[config.mk]
export PLATFORM = sky130hd
export DESIGN_NAME = fetch_unit
export DESIGN_NICKNAME = d
export VERILOG_FILES = /design/src/rtl/fetch_unit_pkg.sv /design/src/rtl/fetch_unit_skid_buffer.sv /design/src/rtl/fetch_unit.sv
export SDC_FILE = /design/constraint.sdc
export NUM_CORES = 1
export LEC_CHECK = 0
export CORE_UTILIZATION = 48
export CTS_BUF_LIST = sky130_fd_sc_hd__clkbuf_4 sky130_fd_sc_hd__clkbuf_8 sky130_fd_sc_hd__clkbuf_16
export CTS_CLUSTER_DIAMETER = 80
export CTS_CLUSTER_SIZE = 24
export DETAILED_ROUTE_END_ITERATION = 8
export PLACE_DENSITY_LB_ADDON = 0.1
export SETUP_SLACK_MARGIN = 0.15
export SLEW_MARGIN = 20
export SYNTH_ARGS = -nofsm -noshare
export SYNTH_HDL_FRONTEND = slang
export SYNTH_HIERARCHICAL = 1
export SYNTH_SLANG_ARGS = --single-unit
[constraint.sdc]
create_clock -name clock -period 4.2 [get_ports clock]
set_input_delay 0.63 -clock clock [delete_from_list [all_inputs] [get_ports clock]]
set_output_delay 0.63 -clock clock [all_outputs]
set_load 0.02 [all_outputs]
[src/rtl/fetch_unit_pkg.sv]
// Shared definitions for the fetch stage: FSM encoding, bubble word, default boot PC and stride.
package fetch_unit_pkg;

  typedef enum logic [1:0] {
    ST_IDLE = 2'd0,
    ST_REQ  = 2'd1,
    ST_DROP = 2'd2
  } fetch_state_e;

  localparam logic [31:0] NOP                 = 32'h0000_0000;
  localparam logic [31:0] BOOT_PC_DEFAULT     = 32'h0000_1000;
  localparam logic [31:0] INSTR_BYTES_DEFAULT = 32'd4;

  function automatic logic [31:0] word_align(input logic [31:0] addr);
    return {addr[31:2], 2'b00};
  endfunction

endpackage

[src/rtl/fetch_unit_skid_buffer.sv]
// Two-entry in-order {instr,pc} queue: head is presented to decode, skid absorbs one overflow response.
module fetch_skid_buffer
  import fetch_unit_pkg::*;
(
  input  logic        clock,
  input  logic        reset,
  input  logic        push,
  input  logic [31:0] push_instr,
  input  logic [31:0] push_pc,
  input  logic        pop,
  input  logic        flush,
  output logic        head_valid,
  output logic [31:0] head_instr,
  output logic [31:0] head_pc,
  output logic        skid_valid
);

  logic        head_valid_q, head_valid_d;
  logic [31:0] head_instr_q, head_instr_d;
  logic [31:0] head_pc_q, head_pc_d;
  logic        skid_valid_q, skid_valid_d;
  logic [31:0] skid_instr_q, skid_instr_d;
  logic [31:0] skid_pc_q, skid_pc_d;

  always_comb begin
    head_valid_d = head_valid_q;
    head_instr_d = head_instr_q;
    head_pc_d    = head_pc_q;
    skid_valid_d = skid_valid_q;
    skid_instr_d = skid_instr_q;
    skid_pc_d    = skid_pc_q;
    if (flush) begin
      head_valid_d = 1'b0;
      skid_valid_d = 1'b0;
    end else begin
      if (pop) begin
        head_valid_d = skid_valid_q;
        head_instr_d = skid_instr_q;
        head_pc_d    = skid_pc_q;
        skid_valid_d = 1'b0;
      end
      // A push lands in the head when it is free after the pop, otherwise in the skid.
      if (push) begin
        if (!head_valid_d) begin
          head_valid_d = 1'b1;
          head_instr_d = push_instr;
          head_pc_d    = push_pc;
        end else begin
          skid_valid_d = 1'b1;
          skid_instr_d = push_instr;
          skid_pc_d    = push_pc;
        end
      end
    end
  end

  always_ff @(posedge clock or posedge reset) begin
    if (reset) begin
      head_valid_q <= 1'b0;
      head_instr_q <= NOP;
      head_pc_q    <= 32'h0;
      skid_valid_q <= 1'b0;
      skid_instr_q <= NOP;
      skid_pc_q    <= 32'h0;
    end else begin
      head_valid_q <= head_valid_d;
      head_instr_q <= head_instr_d;
      head_pc_q    <= head_pc_d;
      skid_valid_q <= skid_valid_d;
      skid_instr_q <= skid_instr_d;
      skid_pc_q    <= skid_pc_d;
    end
  end

  assign head_valid = head_valid_q;
  assign head_instr = head_instr_q;
  assign head_pc    = head_pc_q;
  assign skid_valid = skid_valid_q;

endmodule

[src/rtl/fetch_unit.sv]
// Fetch stage: PC register, instruction-memory request FSM, redirect handling and the
// presentation queue feeding the fetch->decode register.
module fetch_unit
  import fetch_unit_pkg::*;
#(
  parameter logic [31:0] BOOT_PC     = BOOT_PC_DEFAULT,
  parameter logic [31:0] INSTR_BYTES = INSTR_BYTES_DEFAULT
) (
  input  logic        clock,
  input  logic        reset,
  input  logic        d_stall,
  input  logic        redirect_valid,
  input  logic [31:0] redirect_pc,
  output logic        imem_req,
  output logic [31:0] imem_addr,
  input  logic        imem_ack,
  input  logic [31:0] imem_rdata,
  output logic [31:0] f_instr,
  output logic [31:0] f_pc,
  output logic        f_stall
);

  fetch_state_e state_q, state_d;
  logic [31:0]  pc_q, pc_d;
  logic [31:0]  drop_addr_q, drop_addr_d;

  logic         head_valid, skid_valid;
  logic [31:0]  head_instr, head_pc;
  logic         push, pop, flush, issue_ok;
  logic [1:0]   occ_next;

  assign flush = redirect_valid;
  assign pop   = head_valid && !d_stall && !redirect_valid;
  assign push  = (state_q == ST_REQ) && imem_ack && !redirect_valid;

  // A new request may only go out if the skid will be empty after this edge,
  // guaranteeing a slot for its response.
  assign occ_next = {1'b0, head_valid} + {1'b0, skid_valid} + {1'b0, push} - {1'b0, pop};
  assign issue_ok = (occ_next <= 2'd1);

  always_comb begin
    state_d     = state_q;
    pc_d        = pc_q;
    drop_addr_d = drop_addr_q;
    case (state_q)
      ST_IDLE: begin
        if (redirect_valid || issue_ok) state_d = ST_REQ;
      end
      ST_REQ: begin
        if (imem_ack) begin
          state_d = (redirect_valid || issue_ok) ? ST_REQ : ST_IDLE;
          if (!redirect_valid) pc_d = pc_q + INSTR_BYTES;
        end else if (redirect_valid) begin
          state_d     = ST_DROP;
          drop_addr_d = pc_q;
        end
      end
      ST_DROP: begin
        if (imem_ack) state_d = ST_REQ;
      end
      default: state_d = ST_IDLE;
    endcase
    if (redirect_valid) pc_d = word_align(redirect_pc);
  end

  always_ff @(posedge clock or posedge reset) begin
    if (reset) begin
      state_q     <= ST_IDLE;
      pc_q        <= BOOT_PC;
      drop_addr_q <= BOOT_PC;
    end else begin
      state_q     <= state_d;
      pc_q        <= pc_d;
      drop_addr_q <= drop_addr_d;
    end
  end

  // A dropped request keeps its original address on the bus until the memory acks it.
  assign imem_req  = (state_q != ST_IDLE);
  assign imem_addr = (state_q == ST_DROP) ? drop_addr_q : pc_q;

  fetch_skid_buffer u_skid (
    .clock      (clock),
    .reset      (reset),
    .push       (push),
    .push_instr (imem_rdata),
    .push_pc    (pc_q),
    .pop        (pop),
    .flush      (flush),
    .head_valid (head_valid),
    .head_instr (head_instr),
    .head_pc    (head_pc),
    .skid_valid (skid_valid)
  );

  assign f_stall = !head_valid;
  assign f_instr = head_valid ? head_instr : NOP;
  assign f_pc    = head_valid ? head_pc : 32'h0;

endmodule

==> summary.txt, run 1 <==
Worst hold path
  • Min-Delay Path Class: reg2reg

Clock network
  • Setup repair bufs after CTS: 0
  • H-tree levels: 4
  • CTS Buffer Depth: 2
  • CTS resizes: 0
  • CTS tree: built
  • Clock Sinks: 192
  • CTS Root Cell: clkbuf_16
  • Reg clk slew, reported paths: 0.06 ns
  • Clock Latency Late Sink: 0.43 ns
  • Cts bufs inserted: 17
  • Cts-stage hold buffer count: 0

Die
  • Initial cell density of the core: 48.9%
  • Number of I/O pins: between 150 and 200
  • Die H: ~140 um
  • DIE WIDTH: between 100 and 150 um
  • Row cnt: 50
  • DIE AREA: 0.0196 mm2
  • Core area: about 0.019 mm2

Yosys
  • Post-Synthesis Cells: just under 800
  • Synthesized cell area: between 0.009 and 0.01 mm2
  • Synth top area cells: dfrtp_1 52%, mux2_1 7.4%, mux2_2 7.4%, a221o_1 7.0%, and2_1 4.4%
  • Yosys warning total: 6
  • Syn Area/Cell: 11.8 um2
  • Synth async-reset ratio: 100%
  • Yosys top cell area share: 52.0%
  • Flops & latches, synth: about 190
  • Number of flops mapped to enable cells by yosys: 0
  • Sequential fraction of the synthesis area: a little over half
  • Cell taking the most area after synthesis: dfrtp_1
  • Yosys cell types: 52
  • Ys flop type: dfrtp_1

Setup path
  • Crit start category: flop
  • CP Class: reg2out
  • CP endpoint kind: primary output
  • Worst EP arrival: around 2.8 ns
  • CP max FO: 20
  • CP Data Required Time: approximately 3.6 ns

Global routing
  • GRT Residual Overflow: 0
  • Initial antenna violation count: 2
  • GR Layer Usage met1: 32.8%
  • Met3 usage: 5.40%
  • GR Util All Layers: approximately a quarter
  • Vias in the first global route: roughly 7,200
  • Pin count of the biggest net entering global routing: ~70
  • M2 GR Usage: a little over two fifths
  • Global-route wire length before repair: between 30,000 and 40,000 um
  • Gr busiest metal: met2

Status
  • Status: complete, no violations

Finish
  • Finished Cell Area: roughly 0.012 mm2
  • Fill cell count: about 1,500
  • Synthesis-to-layout area growth: 26.8%
  • Core Util, Final: 62.0%
  • Final nets: around 990
  • Commonest non-fill, non-tap cells in the layout: 189 x dfrtp_1, 162 x clkdlybuf4s50_1, 64 x and2_1, 64 x and3_1, 64 x a221o_1
  • Commonest non-fill, non-tap cell in the layout: dfrtp_1
  • Share of layout cells above drive strength 1: 13.9%

STA
  • Slew @ Worst Pin: around 1.1 ns
  • Fin crit share: between 80 and 90%
  • Clock Skew: around 0.012 ns
  • Setup TNS: 0 ns
  • Fmax: 296 MHz
  • Post-Route Hold Slack: 0.479 ns
  • Post-layout min period: 3.38 ns
  • Final Hold Violating Endpoints: 0
  • Unrepaired setup endpoints after global routing: no
  • Final setup viols: 0
  • Relative slew margins: 28.4%
  • Slew Limit Fails: 0

Pwr
  • Sequential Power Share: about half
  • Sw power: ~1500 uW
  • Peak VDD IR: 0.272 mV
  • Power share of the combinational group: between 20% and 30%
  • Int Power: between 3000 and 4000 uW
  • Clock share of power: between 20% and 30%
  • Pwr Density: around 460 mW/mm2
  • Total power: 5330 uW
  • Leakage power: between 0.005 and 0.006 uW
  • Sw Ratio: between 20% and 30%

Detailed routing
  • Total number of vias: between 6,000 and 7,000
  • DRT Pass-1 Iters: 5
  • Detailed Route WL: ~24,000 um
  • DR vias/cell: between 5 and 6
  • Initial DRC Count: 420
  • DRC viols: 0
  • WL per Instance: approximately 20 um
  • Post-route ant nets: 0

Placement
  • HPWL Detailed: ~15,000 um
  • GP Congestion: about 0.81
  • Area post-placement: 0.0110 mm2
  • Port-buffer cells: between 150 and 200

Flow run
  • Max-Cap Viols: 0
## registers in the layout, summed over array words and instances, names as in the netlist
register and cells:
u_skid/skid_pc_q 32, u_skid/head_pc 32, pc_q 30, u_skid/skid_instr_q 32, drop_addr_q 30, u_skid/skid_valid 1
u_skid/head_instr 32, u_skid/head_valid 1, state_q 2
## cell families after synthesis
kind of cell,after synthesis,share of synthesized area (%)
simple gates,249,16.2
buf+inv,74,3.68
xor+xnor,13,1.25
fa+ha+maj,3,0.411
other cells,1,0.0410
compound gates,120,10.9
flops,192,52.6
mux,122,15.0
## through the flow
stage | std cells | setup WS (ns)
final | 1164 | 0.824
after global routing | 1163 | 0.726
after CTS | 1162 | 0.799
after detailed placement | 1130 | 0.815
after global placement | 1130 | 0.939
after floorplan | 779 | 1.61
## final timing paths
kind	slack [ns]	from	depth (start not counted)	endpoint
min	0.48	u_skid/skid_instr_q[3]$_DFFE_PP0P_	1	u_skid/skid_instr_q[3]$_DFFE_PP0P_
max	0.82	state_q[1]$_DFFE_PP0P_	4	imem_addr[21]
max reg2reg	1.51	state_q[1]$_DFFE_PP0P_	6	u_skid/head_instr[14]$_DFFE_PP0N_
min reg2reg	0.48	u_skid/skid_instr_q[3]$_DFFE_PP0P_	1	u_skid/skid_instr_q[3]$_DFFE_PP0P_
min in group asynchronous	0.66	reset	2	drop_addr_q[27]$_DFFE_PP0P_
max in group asynchronous	2.58	reset	3	drop_addr_q[10]$_DFFE_PP0P_
## power by group through the flow
stage	Combinational, uW	Sequential (uW)	Clock [uW]
final	1120	2660	1560
after global routing	1210	2720	1680
after CTS	1130	2650	1600
after detailed placement	1120	2680	0
after global placement	1080	2640	0
after floorplan	759	2560	0
## cell usage after synthesis, drive strengths merged (3+ instances only)
library cell / count
buf: 19
clkbuf: 40
nand2: 31
nand2b: 4
nand4: 9
ha: 3
nor2b: 3
or4: 12
a221o: 64
o31a: 3
inv: 13
nor4: 5
or3: 4
nor3: 5
and4: 3
and2: 64
a31oi: 13
nand3: 11
dfrtp: 190
and3: 65
nor2: 26
o31ai: 9
mux2: 120
o21ai: 22
xnor2: 11
## critical path: stages (launching register included)
cell and delay [ns]:
dfrtp_1 0.46, nor2b_4 0.52, buf_4 0.40, mux2_2 0.40, clkdlybuf4s50_1 0.54
## cell type report
| type | count | area [um2] | share of cell area [%] |
|---|---|---|---|
| antenna | 1 | 2.50 | 0.0216 |
| clock buffer | 21 | 462 | 3.98 |
| clock inverter | 11 | 108 | 0.928 |
| inverter | 13 | 52.6 | 0.453 |
| timing repair buffer | 179 | 1820 | 15.7 |
| multi-input combinational | 513 | 4050 | 35.0 |
| sequential | 192 | 4810 | 41.5 |
| tap | 234 | 293 | 2.52 |
## per-layer routing
metal | vias up | share of wire [%]
li1 | 3117 | -
met1 | 3536 | 43
met2 | 253 | 49
met3 | 35 | 6.0
met4 | 2 | 1.5
met5 | - | 0.046
Note: power is estimated with default switching activity, not from simulation.
==> run 2: changes to the inputs <==
- clock period: 4.2 -> 2.7 ns (I/O delays scaled with it)
==> run 2 against run 1 <==
  * Design area rose by 1.8%
  * Core utilization rose by 1.1 points
  * Critical path type unchanged
  * Largest power group unchanged
  * Die area did not move
  * Non-clock buffer count rose by 19
  * Worst setup slack got worse by 0.58 ns
  * Power rose by 58%
  * Highest routed layer is now met4
==> summary.txt, run 2 (same netlist as run 1, synthesis figures left out) <==
Status
  • Status: complete, no violations

Detailed routing
  • Total number of vias: between 6,000 and 7,000
  • WL per Instance: between 15 and 20 um
  • DR vias/cell: about 5.9
  • Initial DRC Count: between 300 and 400
  • DRT Pass-1 Iters: 5
  • DRC viols: 0
  • Detailed Route WL: 23,300 um
  • Post-route ant nets: 0

Placement
  • Inst Count DP: about 1,100
  • Area post-placement: around 0.011 mm2
  • HPWL Detailed: around 15,000 um
  • Port-buffer cells: approximately 160
  • GP Congestion: roughly 0.78

Setup path
  • CP Data Required Time: between 2 and 2.5 ns
  • CP max FO: 68
  • CP Class: reg2out
  • RR Endpoint: pc_q[27]$_DFFE_PP0P_
  • Worst path max stage delay: a little over 0.6 ns
  • R2R depth: 4
  • Worst path cell trace: buf_6, and2_1, clkdlybuf4s50_1
  • CP endpoint kind: primary output
  • Top delay family on crit path: buffers and inverters
  • Crit start category: flop
  • Reg2Reg Setup Slack: ~0.39 ns
  • Critical path's slowest cell: clkdlybuf4s50_1
  • CP Buf/Inv Count: 2
  • Crit path depth: 3
  • Worst EP arrival: between 2 and 2.5 ns
  • Reg2reg start: pc_q[5]$_DFFE_PP0P_

STA
  • Fin crit share: between 90 and 100%
  • Unrepaired setup endpoints after global routing: no
  • Fmax: 408 MHz
  • Slew Limit Fails: 0
  • Relative slew margins: a little over half
  • Clock Skew: ~0.012 ns
  • Slew @ Worst Pin: a little over 0.7 ns
  • Final setup viols: 0
  • Final Hold Violating Endpoints: 0
  • Post-layout min period: ~2.5 ns

Die
  • Number of I/O pins: between 150 and 200
  • DIE WIDTH: about 140 um
  • Core area: roughly 0.019 mm2
  • DIE AREA: 0.0196 mm2
  • Initial cell density of the core: approximately 49%
  • Die H: between 100 and 150 um
  • Row cnt: 50

Clock network
  • CTS Buffer Depth: 2
  • CTS Root Cell: clkbuf_16
  • Cts bufs inserted: 17
  • H-tree levels: 4
  • Clock Latency Late Sink: between 0.4 and 0.5 ns
  • Clock Sinks: 192
  • Cts-stage hold buffer count: 0
  • CTS tree: built
  • Reg clk slew, reported paths: ~0.070 ns

Finish
  • Finished Cell Area: ~0.012 mm2
  • Synthesis-to-layout area growth: 29.1%
  • Finished Layout Cells: roughly 1,200
  • Final nets: 1,007
  • Share of layout cells above drive strength 1: between 10% and 20%
  • Register area: 0.00481 mm2
  • Multi-input gate area: 0.00405 mm2
  • Commonest non-fill, non-tap cell in the layout: dfrtp_1
  • Commonest non-fill, non-tap cells in the layout: 187 x dfrtp_1, 132 x clkdlybuf4s50_1, 64 x and2_1, 64 x and3_1, 64 x a221o_1
  • Fill cell count: 1,446

Flow run
  • Max-Cap Viols: 0

Global routing
  • Initial antenna violation count: 1
  • Pin count of the biggest net entering global routing: a little under 70
  • Global-route wire length before repair: around 38,000 um
  • GRT Residual Overflow: 0
  • Vias in the first global route: 7,166
  • GR Util All Layers: ~25%

Pwr
  • Power share of the combinational group: between 20% and 30%
  • Sequential Power Share: 48.8%
  • Sw power: ~2300 uW
  • Leakage power: roughly 0.0053 uW
  • Clock share of power: between 30% and 40%
  • Sw Ratio: ~28%
  • Peak VDD IR: 0.376 mV
  • Int Power: 6070 uW
  • Pwr Density: ~710 mW/mm2

Worst hold path
  • Min-Delay Path Class: in2async
[run 2: worst reg2reg max path: stages (launching register included)]
cell     delay [ns]
dfrtp_1        0.52
nand4_1        0.34
or4_1          0.68
or4_1          0.53
a31oi_1        0.17
[run 2: repair_timing]
| item | 4_1_cts | 5_1_grt |
|---|---|---|
| gates resized for setup | 32 | 1 |
| endpoints found under the setup margin | 94 | 1 |
| buffers inserted | 2 | 0 |
[run 2: area by class of cell]
cell class                      instances  share of cell area [%]
Multi-Input combinational cell        513                    34.3
Timing Repair Buffer                  198                    16.9
Antenna cell                            1                  0.0212
Tap cell                              234                    2.48
Clock inverter                         11                    1.09
Sequential cell                       192                    40.7
Clock buffer                           20                    3.95
Inverter                               13                   0.445
[run 2: layer usage]
layer,routed length [um],share of wire [%],global-route usage (%)
met1,10500,45,32.8
met2,11200,48,41.1
met3,1350,5.8,5.09
met4,239,1.0,7.35
met5,0,0,0
[run 2: how the worst max path moves through the flow]
stage / startpoint / end
2_1_floorplan: u_skid/head_valid$_DFF_PP0_ / u_skid/skid_pc_q[6]$_DFFE_PP0P_
4_1_cts: state_q[0]$_DFFE_PP0P_ / imem_addr[22]
5_1_grt: u_skid/head_valid$_DFF_PP0_ / f_pc[10]
6_report: u_skid/head_valid$_DFF_PP0_ / f_pc[10]
3_5_place_dp: imem_ack / pc_q[28]$_DFFE_PP0P_
3_3_place_gp: redirect_valid / u_skid/head_pc[7]$_DFFE_PP0N_
[run 2: stage by stage]
step,power (uW),setup slack [ns],utilization [%],TNS [ns],hold WS (ns)
after global placement,5830,-0.102,59.9,-5.67,0.458
final,8400,0.248,63.1,0,0.472
after detailed placement,5940,0.0830,60.0,0,0.466
after global routing,8810,0.155,63.1,0,0.493
after CTS,8460,0.182,63.1,0,0.469
after floorplan,5160,0.313,-,0,0.449
[run 2: power groups by stage]
stage | Clock, uW | Sequential [uW] | Combinational [uW]
6_report | 2540 | 4100 | 1760
5_1_grt | 2710 | 4190 | 1900
4_1_cts | 2600 | 4090 | 1770
3_5_place_dp | 0 | 4130 | 1800
3_3_place_gp | 0 | 4080 | 1740
2_1_floorplan | 0 | 3980 | 1180
==> run 3: changes to the inputs <==
- CAP_MARGIN: unset -> 5
==> results of run 3 <==
Same layout as run 2: the final DEF is identical, and so are final timing and power.
==> edit (settings of run 1) <==
Encoding of `fetch_state_e`: now one-hot (3 bits for 3 states).
--- a/src/rtl/fetch_unit_pkg.sv
+++ b/src/rtl/fetch_unit_pkg.sv
@@ -2,8 +2,8 @@
 package fetch_unit_pkg;
 
-  typedef enum logic [1:0] {
-    ST_IDLE = 2'd0,
-    ST_REQ  = 2'd1,
-    ST_DROP = 2'd2
+  typedef enum logic [2:0] {
+    ST_IDLE = 3'b001,
+    ST_REQ  = 3'b010,
+    ST_DROP = 3'b100
   } fetch_state_e;
 
Behaviour: no difference found for any inputs over 4 cycles, from zero or initial values and one cycle with reset high; so few cycles prove little.
==> edit against run 1 <==
- design area is 0.86% higher
- clock power is 17% higher
- critical endpoint is now imem_addr[27]
- sequential cell count is 1 higher
- setup slack better by 160 ps
- clock skew is 0.80 ps lower
- via count is 1.0% higher
- critical path type unchanged
- total power is 7.8% higher
- fmax is 5.0% higher
- synthesized area is 1.0% higher
- wire length is 0.30% higher
==> edit: results (changes against run 1) <==
| Metric | Value |
|---|---|
| Status | `finished, final reports clean (unchanged)` |
| Synth cell types | `55 (was 52)` |
| Metal3 WL | `1250 um (was 1410 um)` |
| Vias | `7,014 (was 6,943)` |
| Avg WL per Cell | `20.3 um (about the same)` |
| FF-to-FF End | `u_skid/head_pc[2] (was u_skid/head_instr[14])` |
| Hold Path Origin | `u_skid/skid_pc_q[4] (was u_skid/skid_instr_q[3])` |
| Highest metal used | `met4 (was met5)` |
| Metal2 WL | `11,600 um (about the same)` |
| HPWL Detailed | `15,400 um (was 15,200 um)` |
| Register area share after synthesis | `52.3% (was 52.6%)` |
| Clk_lat worst skew | `440 ps` |
| Layout cells sized above 1 | `13.9% (about the same)` |
| Worst EP arrival | `2580 ps (was 2750 ps)` |
| Max rail drop VDD | `0.304 mV (was 0.272 mV)` |
| Cells on worst reg2reg path | `6 (unchanged)` |
| YS warnings | `6 (unchanged)` |
| Pleak | `5.35 nW (was 5.15 nW)` |
| First-pass GRT wire length | `38,700 um (was 38,600 um)` |
| Slew headroom | `36.8% (was 28.4%)` |
| Vias in the first global route | `7,279 (was 7,226)` |
| Post-layout min period | `3210 ps (was 3380 ps)` |
| Diode count | `0 (was 1)` |
| Layout net count | `996 (was 988)` |
| CP Max Fanout | `37 (was 20)` |
| Initial antenna violation count | `0 (was 2)` |
| Crit Reg-Reg Startpoint | `state_q[0] (was state_q[1])` |
| Dpl ws | `818 ps (was 815 ps)` |
| Clk_skew | `10.7 ps (was 11.5 ps)` |
| Top cells by area, synth | `dfrtp_1 51%, mux2_1 7.3%, mux2_2 7.3%, a221o_1 6.9%, and2_1 4.5% (was dfrtp_1 52%, mux2_1 7.4%, mux2_2 7.4%, a221o_1 7.0%, and2_1 4.4%)` |
| H-tree Lvls | `4 (unchanged)` |
| Largest stage delay, worst path | `550 ps` |
| Overall routing resource usage | `25.2% (about the same)` |
| Synth top cells by count | `190 x dfrtp_1, 66 x and2_1, 64 x a221o_1, 64 x and3_1 (was 190 x dfrtp_1, 64 x a221o_1, 64 x and2_1, 64 x and3_1)` |
| Largest net degree at the start of global routing | `41 (was 69)` |
| Fillers | `1,469 (was 1,475)` |
| RD Place Congestion | `0.863 (was 0.809)` |
| End point of the critical path | `imem_addr[27] (was imem_addr[21])` |
| Syn_area_per_cell | `11.8 um^2 (about the same)` |
| Non-Filler Instances | `1,171 (was 1,164)` |
| Worst reg2reg setup slack | `1410 ps (was 1510 ps)` |
| Dpl cells | `1,139 (was 1,130)` |
| DRT iter0 DRCs | `502 (was 420)` |
| WL met1 | `10,500 um (was 10,300 um)` |
| Critical path's top delay family | `buffers and inverters (unchanged)` |
## edit: cell type report
class | count | share of cell area (%)
Tap cell | 234 | 2.50
Inverter | 14 | 0.481
Sequential cell | 193 | 41.3
Clock buffer | 21 | 4.00
Clock inverter | 11 | 1.71
Multi-Input combinational cell | 518 | 35.0
Timing Repair Buffer | 180 | 15.0
## edit: worst min-delay path by stage
stage / endpoint / slack, ps / cells past startpoint
global placement: u_skid/skid_instr_q[13] / 460 / 1
detailed placement: u_skid/skid_pc_q[4] / 470 / 1
finish: u_skid/skid_pc_q[4] / 480 / 1
CTS: u_skid/skid_pc_q[16] / 480 / 1
floorplan: u_skid/skid_instr_q[0] / 450 / 1
global route: u_skid/skid_pc_q[16] / 500 / 1
## edit: logic make-up (layout without fill, tap and decap cells)
kind of cell	after synthesis	count (layout)	share of synthesized area, %
adders and majority gates	3	3	0.406
DFF	193	193	52.3
other	1	6	0.0406
and+or+nand+nor	257	257	16.7
muxes	122	122	14.8
AOI/OAI and AO/OA	120	120	10.9
xor gates and xnor gates	10	10	0.948
buffers and inverters	79	226	3.89
## edit: worst reg2reg max path, stage by stage (launching register included)
cell       delay [ps]
dfstp_2           570
nand4bb_1         260
nor2_1            160
nor2b_1           200
o21bai_4          760
buf_4             530
a221o_1           240
## edit: metrics by stage
stage               total power [mW]  cell area, um^2  hold WS [ps]
floorplan                       3.46             9260           449
detailed placement              3.95            11000           468
global placement                3.87            11000           458
finish                          5.75            11700           479
global route                    6.03            11700           496
CTS                             5.79            11700           482
## edit: power by group
part	internal, mW	leakage [nW]	switching, mW
Sequential	2.39	2.49	0.341
Combinational	0.674	2.54	0.520
Clock	1.11	0.321	0.719
## edit: layer usage
metal	vias to the layer above	track usage [%]
met5	-	0
met4	0	8.98
met3	32	4.69
met2	247	41.3
met1	3551	33.7
li1	3184	-
